==> config.mk <==
export PLATFORM = sky130hd
export DESIGN_NAME = spi_slave_mem_if
export DESIGN_NICKNAME = d
export VERILOG_FILES = /design/src/rtl/spi_slave_mem_if.sv
export SDC_FILE = /design/constraint.sdc
export NUM_CORES = 1
export LEC_CHECK = 0
export ABC_AREA = 1
export ABC_CLOCK_PERIOD_IN_PS = 4500
export BUFFER_PORTS_ARGS = -buffer_cell sky130_fd_sc_hd__buf_4
export CORE_AREA = 2 2 80 82
export CTS_BUF_LIST = sky130_fd_sc_hd__clkbuf_2
export DETAILED_ROUTE_END_ITERATION = 8
export DIE_AREA = 0 0 82 84
export GPL_TIMING_DRIVEN = 0
export PLACE_DENSITY = 0.79
export REMOVE_ABC_BUFFERS = 1
export SKIP_CTS_REPAIR_TIMING = 1
export SYNTH_ARGS = -nofsm -noshare
export SYNTH_HDL_FRONTEND = slang
export SYNTH_SLANG_ARGS = --single-unit
export TNS_END_PERCENT = 5
==> constraint.sdc <==
create_clock -name clk -period 4.5 [get_ports clk]
set_input_delay 0.225 -clock clk [delete_from_list [all_inputs] [get_ports clk]]
set_output_delay 0.225 -clock clk [all_outputs]
set_load 0.005 [all_outputs]
==> src/rtl/spi_slave_mem_if.sv <==
// spi_slave_mem_if: SPI mode-0 slave that turns LSB-first command frames into
// byte-wide memory write/read accesses. The SPI pins are oversampled in the clk
// domain. Frames are: command byte, address bytes LSB first, then data bytes.
// Optional feature macro: SPI_ADDR_AUTOINC_EN (address advances after each
// write strobe and after each read-data latch, wrapping at 2^ADDR_WIDTH).
module spi_slave_mem_if #(
  parameter int         ADDR_WIDTH = 24,
  parameter logic [7:0] CMD_WR     = 8'h02,
  parameter logic [7:0] CMD_RD     = 8'h03,
  parameter int         RD_LAT     = 2
) (
  input  logic                  clk,
  input  logic                  rst,
  input  logic                  spi_sck,
  input  logic                  spi_cs,
  input  logic                  spi_mosi,
  output logic                  spi_miso,
  output logic                  busy,
  output logic [7:0]            cmd,
  output logic [ADDR_WIDTH-1:0] addr,
  output logic [7:0]            wr_data,
  output logic                  wr_vld,
  output logic                  rd_req,
  input  logic [7:0]            rd_data,
  output logic                  frame_done
);

  localparam int NB = ADDR_WIDTH / 8;
  localparam int LW = $clog2(RD_LAT + 1);

  typedef enum logic [2:0] {
    S_IDLE    = 3'd0,
    S_CMD     = 3'd1,
    S_ADDR    = 3'd2,
    S_WR_DATA = 3'd3,
    S_RD_DATA = 3'd4,
    S_DISCARD = 3'd5
  } state_t;

  state_t r_state;
  state_t w_state_nxt;

  logic [1:0]              r_sck_sync;
  logic [1:0]              r_cs_sync;
  logic [1:0]              r_mosi_sync;
  logic                    r_sck_d;
  logic                    r_cs_d;
  logic [2:0]              r_bit_cnt;
  logic [7:0]              r_rx;
  logic [2:0]              r_abyte;
  logic [7:0]              r_tx;
  logic [LW-1:0]           r_lat_cnt;
  logic                    r_miso;
  logic                    r_busy;
  logic [7:0]              r_cmd;
  logic [ADDR_WIDTH-1:0]   r_addr;
  logic [7:0]              r_wr_data;
  logic                    r_wr_vld;
  logic                    r_rd_req;
  logic                    r_frame_done;

  logic                    w_sck_rise;
  logic                    w_sck_fall;
  logic                    w_cs_hi;
  logic                    w_cs_fall;
  logic                    w_byte_done;
  logic [7:0]              w_byte;
  logic                    w_addr_last;
  logic                    w_latch;
  logic [ADDR_WIDTH+7:0]   w_addr_cat;

  assign w_sck_rise  = r_sck_sync[1] & ~r_sck_d;
  assign w_sck_fall  = ~r_sck_sync[1] & r_sck_d;
  assign w_cs_hi     = r_cs_sync[1];
  assign w_cs_fall   = r_cs_d & ~r_cs_sync[1];
  assign w_byte_done = (r_state != S_IDLE) && w_sck_rise && (r_bit_cnt == 3'd7);
  assign w_byte      = {r_mosi_sync[1], r_rx[7:1]};
  assign w_addr_last = (r_abyte == 3'(NB - 1));
  assign w_latch     = (r_lat_cnt == LW'(1));
  // New address byte enters at the top while the rest moves down one byte.
  assign w_addr_cat  = {w_byte, r_addr};

  // Pin synchronisers run free of reset so a reset inside a frame cannot fake a CS edge.
  always_ff @(posedge clk) begin
    r_sck_sync  <= {r_sck_sync[0], spi_sck};
    r_cs_sync   <= {r_cs_sync[0], spi_cs};
    r_mosi_sync <= {r_mosi_sync[0], spi_mosi};
    r_sck_d     <= r_sck_sync[1];
    r_cs_d      <= r_cs_sync[1];
  end

  // Frame state register.
  always_ff @(posedge clk) begin
    if (!rst) begin
      r_state <= S_IDLE;
    end else begin
      r_state <= w_state_nxt;
    end
  end

  // Next-state decode: frames start only on a CS falling edge, CS high aborts.
  always_comb begin
    w_state_nxt = r_state;
    case (r_state)
      S_IDLE: begin
        if (w_cs_fall) w_state_nxt = S_CMD;
        else           w_state_nxt = S_IDLE;
      end
      S_CMD: begin
        if (w_cs_hi)          w_state_nxt = S_IDLE;
        else if (w_byte_done) w_state_nxt = S_ADDR;
        else                  w_state_nxt = S_CMD;
      end
      S_ADDR: begin
        if (w_cs_hi) begin
          w_state_nxt = S_IDLE;
        end else if (w_byte_done && w_addr_last) begin
          if (r_cmd == CMD_WR)      w_state_nxt = S_WR_DATA;
          else if (r_cmd == CMD_RD) w_state_nxt = S_RD_DATA;
          else                      w_state_nxt = S_DISCARD;
        end else begin
          w_state_nxt = S_ADDR;
        end
      end
      S_WR_DATA, S_RD_DATA, S_DISCARD: begin
        if (w_cs_hi) w_state_nxt = S_IDLE;
        else         w_state_nxt = r_state;
      end
      default: w_state_nxt = S_IDLE;
    endcase
  end

  // Receive path: bit counting, byte assembly and the per-state byte actions.
  always_ff @(posedge clk) begin
    if (!rst) begin
      r_bit_cnt    <= 3'd0;
      r_rx         <= 8'h00;
      r_abyte      <= 3'd0;
      r_cmd        <= 8'h00;
      r_addr       <= '0;
      r_wr_data    <= 8'h00;
      r_wr_vld     <= 1'b0;
      r_rd_req     <= 1'b0;
      r_frame_done <= 1'b0;
      r_busy       <= 1'b0;
    end else begin
      r_wr_vld     <= 1'b0;
      r_rd_req     <= 1'b0;
      r_frame_done <= (r_state != S_IDLE) && w_cs_hi;
      r_busy       <= (w_state_nxt != S_IDLE);
      if ((r_state == S_IDLE) || w_cs_hi) begin
        r_bit_cnt <= 3'd0;
      end else if (w_sck_rise) begin
        r_bit_cnt <= r_bit_cnt + 3'd1;
        r_rx      <= w_byte;
      end
`ifdef SPI_ADDR_AUTOINC_EN
      if (r_wr_vld || w_latch) begin
        r_addr <= r_addr + ADDR_WIDTH'(1);
      end
`endif
      // A byte finishing together with CS rising is still honoured.
      if (w_byte_done) begin
        case (r_state)
          S_CMD: begin
            r_cmd   <= w_byte;
            r_abyte <= 3'd0;
          end
          S_ADDR: begin
            r_addr   <= w_addr_cat[ADDR_WIDTH+7:8];
            r_abyte  <= r_abyte + 3'd1;
            r_rd_req <= w_addr_last && (r_cmd == CMD_RD);
          end
          S_WR_DATA: begin
            r_wr_data <= w_byte;
            r_wr_vld  <= 1'b1;
          end
          S_RD_DATA: begin
            r_rd_req <= 1'b1;
          end
          default: begin
            r_abyte <= r_abyte;
          end
        endcase
      end
    end
  end

  // Transmit path: fixed-latency read capture and MISO updates on SCK falling edges.
  always_ff @(posedge clk) begin
    if (!rst) begin
      r_lat_cnt <= '0;
      r_tx      <= 8'h00;
      r_miso    <= 1'b0;
    end else begin
      if (r_rd_req) begin
        r_lat_cnt <= LW'(RD_LAT);
      end else if (r_lat_cnt != '0) begin
        r_lat_cnt <= r_lat_cnt - LW'(1);
      end
      if (w_latch) begin
        r_tx <= rd_data;
      end else if (w_sck_fall && (r_state == S_RD_DATA)) begin
        r_tx <= {1'b0, r_tx[7:1]};
      end
      if ((r_state != S_RD_DATA) || w_cs_hi) begin
        r_miso <= 1'b0;
      end else if (w_sck_fall) begin
        r_miso <= r_tx[0];
      end
    end
  end

  assign spi_miso   = r_miso;
  assign busy       = r_busy;
  assign cmd        = r_cmd;
  assign addr       = r_addr;
  assign wr_data    = r_wr_data;
  assign wr_vld     = r_wr_vld;
  assign rd_req     = r_rd_req;
  assign frame_done = r_frame_done;

endmodule

==> summary.txt, run 1 <==
sinks on the clock net: 79
number of antenna violations at the first check in global routing: 0
required time worst endpoint: 4.94 ns
via/cell ratio: 4.97
slew margin rel.: 57.5%
endpoint class of the critical path: flop
Antenna Diode Count: 0
fraction of the yosys area taken by sequential cells: 53.8%
die area: 6890 um^2
power share of the sequential group: 55.8%
most common library cell in the layout ignoring fill and taps: sky130_fd_sc_hd__nor2_1
GRT overflow: 0
setup TNS after final layout: 0 ns
total power per unit cell area: 352 nW/um^2
largest net degree at the start of global routing: 54
hpwl dp: 4150 um
clock insertion delay at the later pin of the skew report: 0.51 ns
setup repair after global routing missed its margin: false
path type of the worst min-delay path: in2reg
post-synthesis cell count: 378
Crit-path slowest cell: sky130_fd_sc_hd__nor2_4
Worst Hold Depth: 5
clk buf depth: 2
initial standard-cell utilization of the core: 48.2%
Max Transition Viols Final: 0
number of setup violations in the final report: 0
commonest cells after routing, fill and taps aside: 113 x sky130_fd_sc_hd__nor2_1, 79 x sky130_fd_sc_hd__dfxtp_1, 57 x sky130_fd_sc_hd__buf_4
final instance area: 3630 um^2
worst path cell trace: ha_1 -> ha_1 -> nand3_2 -> nor2_4 -> inv_2 -> or2_0 -> a21oi_1
count of maximum capacitance violations: 0
number of levels the H-tree was split into: 3
number of antenna-violating nets in the routed design: 0
reg-to-reg critical path endpoint: r_abyte[1]$_SDFFE_PN0P_
start point of the worst hold path: rd_data[5]
Num CTS Buffers: 9
final clock period utilization by the worst path: 51.9%
switching part of the total: 20.6%
fmax: 429 MHz
status: finished clean
portion of total power attributed to combinational logic: 2.5%
critical path peak fanout: 28
Fill cells: 571
number of flip-flops and latches in the synthesized netlist: 79
drt wl/cell: 12.0 um
final weighted congestion in routability-driven placement: 0.763
share of final-layout standard cells stronger than drive strength 1: 19.4%
global-route wire length before repair: 10100 um
Placeable Area: 6100 um^2
Die Wd: 82 um
total area of sequential cells: 1580 um^2
number of input and output port buffers inserted: 57
largest stage delay on the critical path: 0.55 ns
number of global-route vias before repair: 2306
CTS Root Buffer Type: sky130_fd_sc_hd__clkbuf_2
number of hold-slack violations in the final timing report: 0
library cells used by synthesis: 28
cell area after placement: 3410 um^2
average instance area after synthesis: 7.77 um^2
via count: 2586
endpoint of the worst hold path: r_tx[5]$_SDFFE_PN0P_
layout overhead on the synthesized area: 23.5%
Startpoint Class: flop
cell occurring most often along the worst timing path: sky130_fd_sc_hd__ha_1
clock transition at the registers of the reported paths: 0.21 ns
Layout Skew: 0.0171 ns
depth of the worst register-to-register path: 7
portion of total power attributed to the clock network: 41.6%
type of the worst setup path: reg2reg
DRC viols: 0
cell area after synthesis: 2940 um^2
clock period minus final worst setup slack: 2.33 ns
slew at the pin with the worst max-slew slack: 0.637 ns
I/O pin count: 58
CTS tree: built
die height: 84 um
nets@finish: 455
area of the multi-input gates: 1190 um^2
launch instance of the worst register-to-register path: r_bit_cnt[0]$_SDFFE_PP0P_
worst reg2reg setup slack: 2.17 ns
Pre-antenna DRT Iters: 4
Iteration-0 DRC Markers: 98
worst ir drop on vdd: 196 uV
wirelength, routed: 6240 um
Int Pwr: 1.01 mW
endpoint arrival time on the critical path: 2.77 ns
warnings from Yosys: 0
static power due to leakage: 1.73 nW
total global routing track utilization: 18.7%
power spent charging and discharging nets: 263 uW
count of standard-cell rows: 29
==> logic make-up after synthesis <==
group	Yosys count	synth area share, %
simple gates	183	25.9
flops	79	53.8
compound gates	70	12.6
buf+inv	41	5.58
fa+ha+maj	4	1.70
xor+xnor	1	0.298
==> cell usage after synthesis, drive strengths merged <==
master  number  area [um^2]
nor2       116          448
dfxtp       79         1580
o21ai       56          292
nand2       40          153
inv         29          109
nand3       20          110
a21oi       11         55.1
buf          8         40.0
clkbuf       4         15.0
ha           4         50.1
nor3         3         26.3
nor4         2         12.5
or2          2         12.5
a211oi       1         7.51
o211a        1         10.0
o21bai       1         7.51
xor2         1         8.76
==> critical path: cells and delay by family, from the launching register on <==
family | cells | cell delay [ns]
and+or+nand+nor | 3 | 1.01
adders and majority gates | 2 | 0.35
AOI/OAI and AO/OA | 1 | 0.13
buffers and inverters | 1 | 0.37
DFF | 1 | 0.40
==> registers in the layout, indices dropped and copies added (netlist names), 2 cells and up <==
signal	cells
r_tx	8
r_lat_cnt	2
r_rx	7
r_sck_sync	2
cmd	8
r_bit_cnt	3
wr_data	8
r_abyte	3
addr	24
r_state	3
r_cs_sync	2
r_mosi_sync	2
==> final cells by class <==
| class | instances | share of cell area, % |
|---|---|---|
| tap | 77 | 2.66 |
| clock buffer | 9 | 1.24 |
| clock inverter | 7 | 3.73 |
| inverter | 29 | 3.00 |
| multi-input combinational | 258 | 32.9 |
| timing repair buffer | 61 | 12.9 |
| sequential | 79 | 43.6 |
==> per-stage QoR <==
step	util, %	worst slack, ns	cells	power, mW	hold WS [ns]
global route	59.5	1.98	520	1.32	0.0000160
floorplan	-	2.73	366	0.737	0.253
global placement	55.9	2.32	500	0.755	0.310
CTS	58.8	2.18	516	1.28	-0.240
finish	59.5	2.17	520	1.28	0.0469
detailed placement	55.9	2.23	500	0.756	0.314
==> how the worst max path moves through the flow <==
stage	start	end	slack [ns]	cells past startpoint
3_5_place_dp	r_bit_cnt[0]$_SDFFE_PP0P_	r_abyte[1]$_SDFFE_PN0P_	2.23	7
6_report	r_bit_cnt[0]$_SDFFE_PP0P_	r_abyte[1]$_SDFFE_PN0P_	2.17	7
3_3_place_gp	r_bit_cnt[0]$_SDFFE_PP0P_	r_abyte[1]$_SDFFE_PN0P_	2.32	7
4_1_cts	r_bit_cnt[0]$_SDFFE_PP0P_	r_abyte[1]$_SDFFE_PN0P_	2.18	7
2_1_floorplan	r_bit_cnt[0]$_SDFFE_PP0P_	r_abyte[1]$_SDFFE_PN0P_	2.73	7
5_1_grt	r_bit_cnt[0]$_SDFFE_PP0P_	r_abyte[1]$_SDFFE_PN0P_	1.98	7
==> routing by layer <==
| layer | share of wire [%] | global-route usage [%] | wire (um) |
|---|---|---|---|
| met3 | 5.1 | 5.74 | 319 |
| met2 | 47 | 30.0 | 2950 |
| met1 | 46 | 23.3 | 2860 |
| met5 | 0 | 0 | 0 |
| met4 | 1.8 | 7.12 | 113 |
==> power groups by stage <==
| stage | clock [mW] | sequential, mW | combinational (mW) |
|---|---|---|---|
| floorplan | 0 | 0.724 | 0.0126 |
| global placement | 0 | 0.726 | 0.0291 |
| detailed placement | 0 | 0.726 | 0.0296 |
| CTS | 0.541 | 0.712 | 0.0297 |
| global route | 0.571 | 0.714 | 0.0363 |
| finish | 0.531 | 0.712 | 0.0324 |
Note: power is estimated with default switching activity, not from simulation.
==> run 2: changes to the inputs <==
--- a/config.mk
+++ b/config.mk
@@ -6,14 +6,14 @@
 export NUM_CORES = 1
 export LEC_CHECK = 0
 export ABC_AREA = 1
-export ABC_CLOCK_PERIOD_IN_PS = 4500
+export ABC_CLOCK_PERIOD_IN_PS = 2040
 export BUFFER_PORTS_ARGS = -buffer_cell sky130_fd_sc_hd__buf_4
 export CORE_AREA = 2 2 80 82
 export CTS_BUF_LIST = sky130_fd_sc_hd__clkbuf_2
 export DETAILED_ROUTE_END_ITERATION = 8
 export DIE_AREA = 0 0 82 84
 export GPL_TIMING_DRIVEN = 0
-export PLACE_DENSITY = 0.79
+export PLACE_DENSITY = 0.82
 export REMOVE_ABC_BUFFERS = 1
 export SKIP_CTS_REPAIR_TIMING = 1
 export SYNTH_ARGS = -nofsm -noshare
==> constraint.sdc (replaced) <==
create_clock -name clk -period 2.04 [get_ports clk]
set_input_delay 0.102 -clock clk [delete_from_list [all_inputs] [get_ports clk]]
set_output_delay 0.102 -clock clk [all_outputs]
set_load 0.005 [all_outputs]
==> run 2 against run 1 <==
Net effect: the flow now finishes with violations (hold timing); maximum frequency rose by 29%; via count rose by 1.2%; clock skew fell by 0.0052 ns; core utilization rose by 0.60 points; first-iteration DRC count fell by 11%; clock-buffer cell count rose by 2; critical path type unchanged; critical endpoint is now r_abyte[2]$_SDFFE_PN0P_; routed wire length rose by 1.5%.
==> summary.txt, run 2 (synthesis results as in run 1) <==
number of antenna-violating nets in the routed design: 0
slew at the pin with the worst max-slew slack: 0.625 ns
Largest register FFs: 24
initial standard-cell utilization of the core: 48.2%
critical path peak fanout: 27
die height: 84 um
layout overhead on the synthesized area: 24.7%
switching part of the total: 21.6%
Placeable Area: 6100 um^2
setup repair after global routing missed its margin: false
power share of the sequential group: 61.4%
Max Transition Viols Final: 0
Num CTS Buffers: 9
status: finished, violations left
wirelength, routed: 6340 um
power spent charging and discharging nets: 553 uW
Die Wd: 82 um
fmax: 553 MHz
count of standard-cell rows: 29
via/cell ratio: 4.94
final weighted congestion in routability-driven placement: 0.793
largest net degree at the start of global routing: 54
share of final-layout standard cells stronger than drive strength 1: 19.9%
total power per unit cell area: 698 nW/um^2
commonest cells after routing, fill and taps aside: 113 x sky130_fd_sc_hd__nor2_1, 79 x sky130_fd_sc_hd__dfxtp_1, 60 x sky130_fd_sc_hd__buf_4
final clock period utilization by the worst path: 88.6%
number of global-route vias before repair: 2349
number of input and output port buffers inserted: 57
required time worst endpoint: 2.47 ns
Startpoint Class: flop
clock period minus final worst setup slack: 1.81 ns
die area: 6890 um^2
worst ir drop on vdd: 388 uV
nets@finish: 465
hpwl dp: 4090 um
GRT overflow: 0
Iteration-0 DRC Markers: 87
CTS Root Buffer Type: sky130_fd_sc_hd__clkbuf_2
Layout Skew: 0.0119 ns
Overall Power: 2.56 mW
setup TNS after final layout: 0 ns
DRC viols: 0
endpoint class of the critical path: flop
clock insertion delay at the later pin of the skew report: 0.51 ns
Int Pwr: 2.00 mW
portion of total power attributed to combinational logic: 3.2%
number of hold-slack violations in the final timing report: 1
number of levels the H-tree was split into: 3
slew margin rel.: 58.3%
path type of the worst min-delay path: in2reg
violated checks: hold timing
static power due to leakage: 1.75 nW
most common library cell in the layout ignoring fill and taps: sky130_fd_sc_hd__nor2_1
portion of total power attributed to the clock network: 35.4%
CTS tree: built
total global routing track utilization: 18.8%
type of the worst setup path: reg2reg
endpoint arrival time on the critical path: 2.24 ns
Antenna Diode Count: 0
number of setup violations in the final report: 0
global-route wire length before repair: 10100 um
number of antenna violations at the first check in global routing: 0
count of maximum capacitance violations: 0
sinks on the clock net: 79
post-route worst hold slack: -0.0410 ns
drt wl/cell: 12.0 um
Pre-antenna DRT Iters: 4
clock transition at the registers of the reported paths: 0.18 ns
I/O pin count: 58
clk buf depth: 2
via count: 2618
run 2: cell types whose count changed in the layout (fill, tap and decap cells not counted), sizes merged:
cell | before | now
buf | 57 | 60
bufinv | 4 | 2
clkbuf | 9 | 11
clkinv | 2 | 3
clkinvlp | 1 | 0
dlygate4sd3 | 4 | 10
nor2 | 116 | 117
run 2: area by class of cell:
class	count	area [um^2]
clock buffers	11	55.1
inverters	29	109
clock inverters	5	72.6
multi-input cells	259	1200
repair buffers	70	551
well taps	77	96.3
flip-flops and latches	79	1580
fillers	535	2430
run 2: power groups by stage:
stage          clock network (mW)  registers [mW]  logic, mW
2_1_floorplan                   0            1.60     0.0279
3_3_place_gp                    0            1.60     0.0638
3_5_place_dp                    0            1.60     0.0657
4_1_cts                     0.930            1.57     0.0660
5_1_grt                     0.989            1.57     0.0903
6_report                    0.905            1.57     0.0820
run 2: routing by layer:
layer  part of all wire (%)  GRT usage, %  up-vias
li1                       -             -     1355
met1                     44          21.6     1190
met2                     49          31.9       60
met3                    5.4          4.87       13
met4                    1.9          8.48        0
met5                      0             0        -
run 2: worst max-delay path, stage by stage (launching register included):
cell                       delay [ns]
sky130_fd_sc_hd__dfxtp_1         0.36
sky130_fd_sc_hd__ha_1            0.21
sky130_fd_sc_hd__ha_1            0.20
sky130_fd_sc_hd__nand3_2         0.17
sky130_fd_sc_hd__nor2_4          0.07
sky130_fd_sc_hd__inv_2           0.35
sky130_fd_sc_hd__nand2_1         0.15
sky130_fd_sc_hd__a211oi_1        0.21
run 2: per-stage QoR:
step / cell area, um^2 / cells / setup slack, ns / util (%)
after floorplan: 2880 / 366 / 0.270 / -
after global placement: 3410 / 500 / -0.115 / 55.9
after detailed placement: 3410 / 500 / -0.143 / 55.9
after CTS: 3530 / 516 / -0.204 / 58.0
after global routing: 3660 / 530 / 0.0833 / 60.1
final: 3660 / 530 / 0.233 / 60.1
run 2: final timing paths:
path / slack [ns] / end / depth (start not counted) / from
worst max register to register: 0.23 / r_abyte[2]$_SDFFE_PN0P_ / 7 / r_bit_cnt[0]$_SDFFE_PP0P_
worst min-delay path: -0.04 / r_tx[6]$_SDFFE_PN0P_ / 5 / rd_data[6]
worst max-delay path: 0.23 / r_abyte[2]$_SDFFE_PN0P_ / 7 / r_bit_cnt[0]$_SDFFE_PP0P_
worst min register to register: 0.35 / r_cs_sync[1]$_DFF_P_ / 0 / r_cs_sync[0]$_DFF_P_
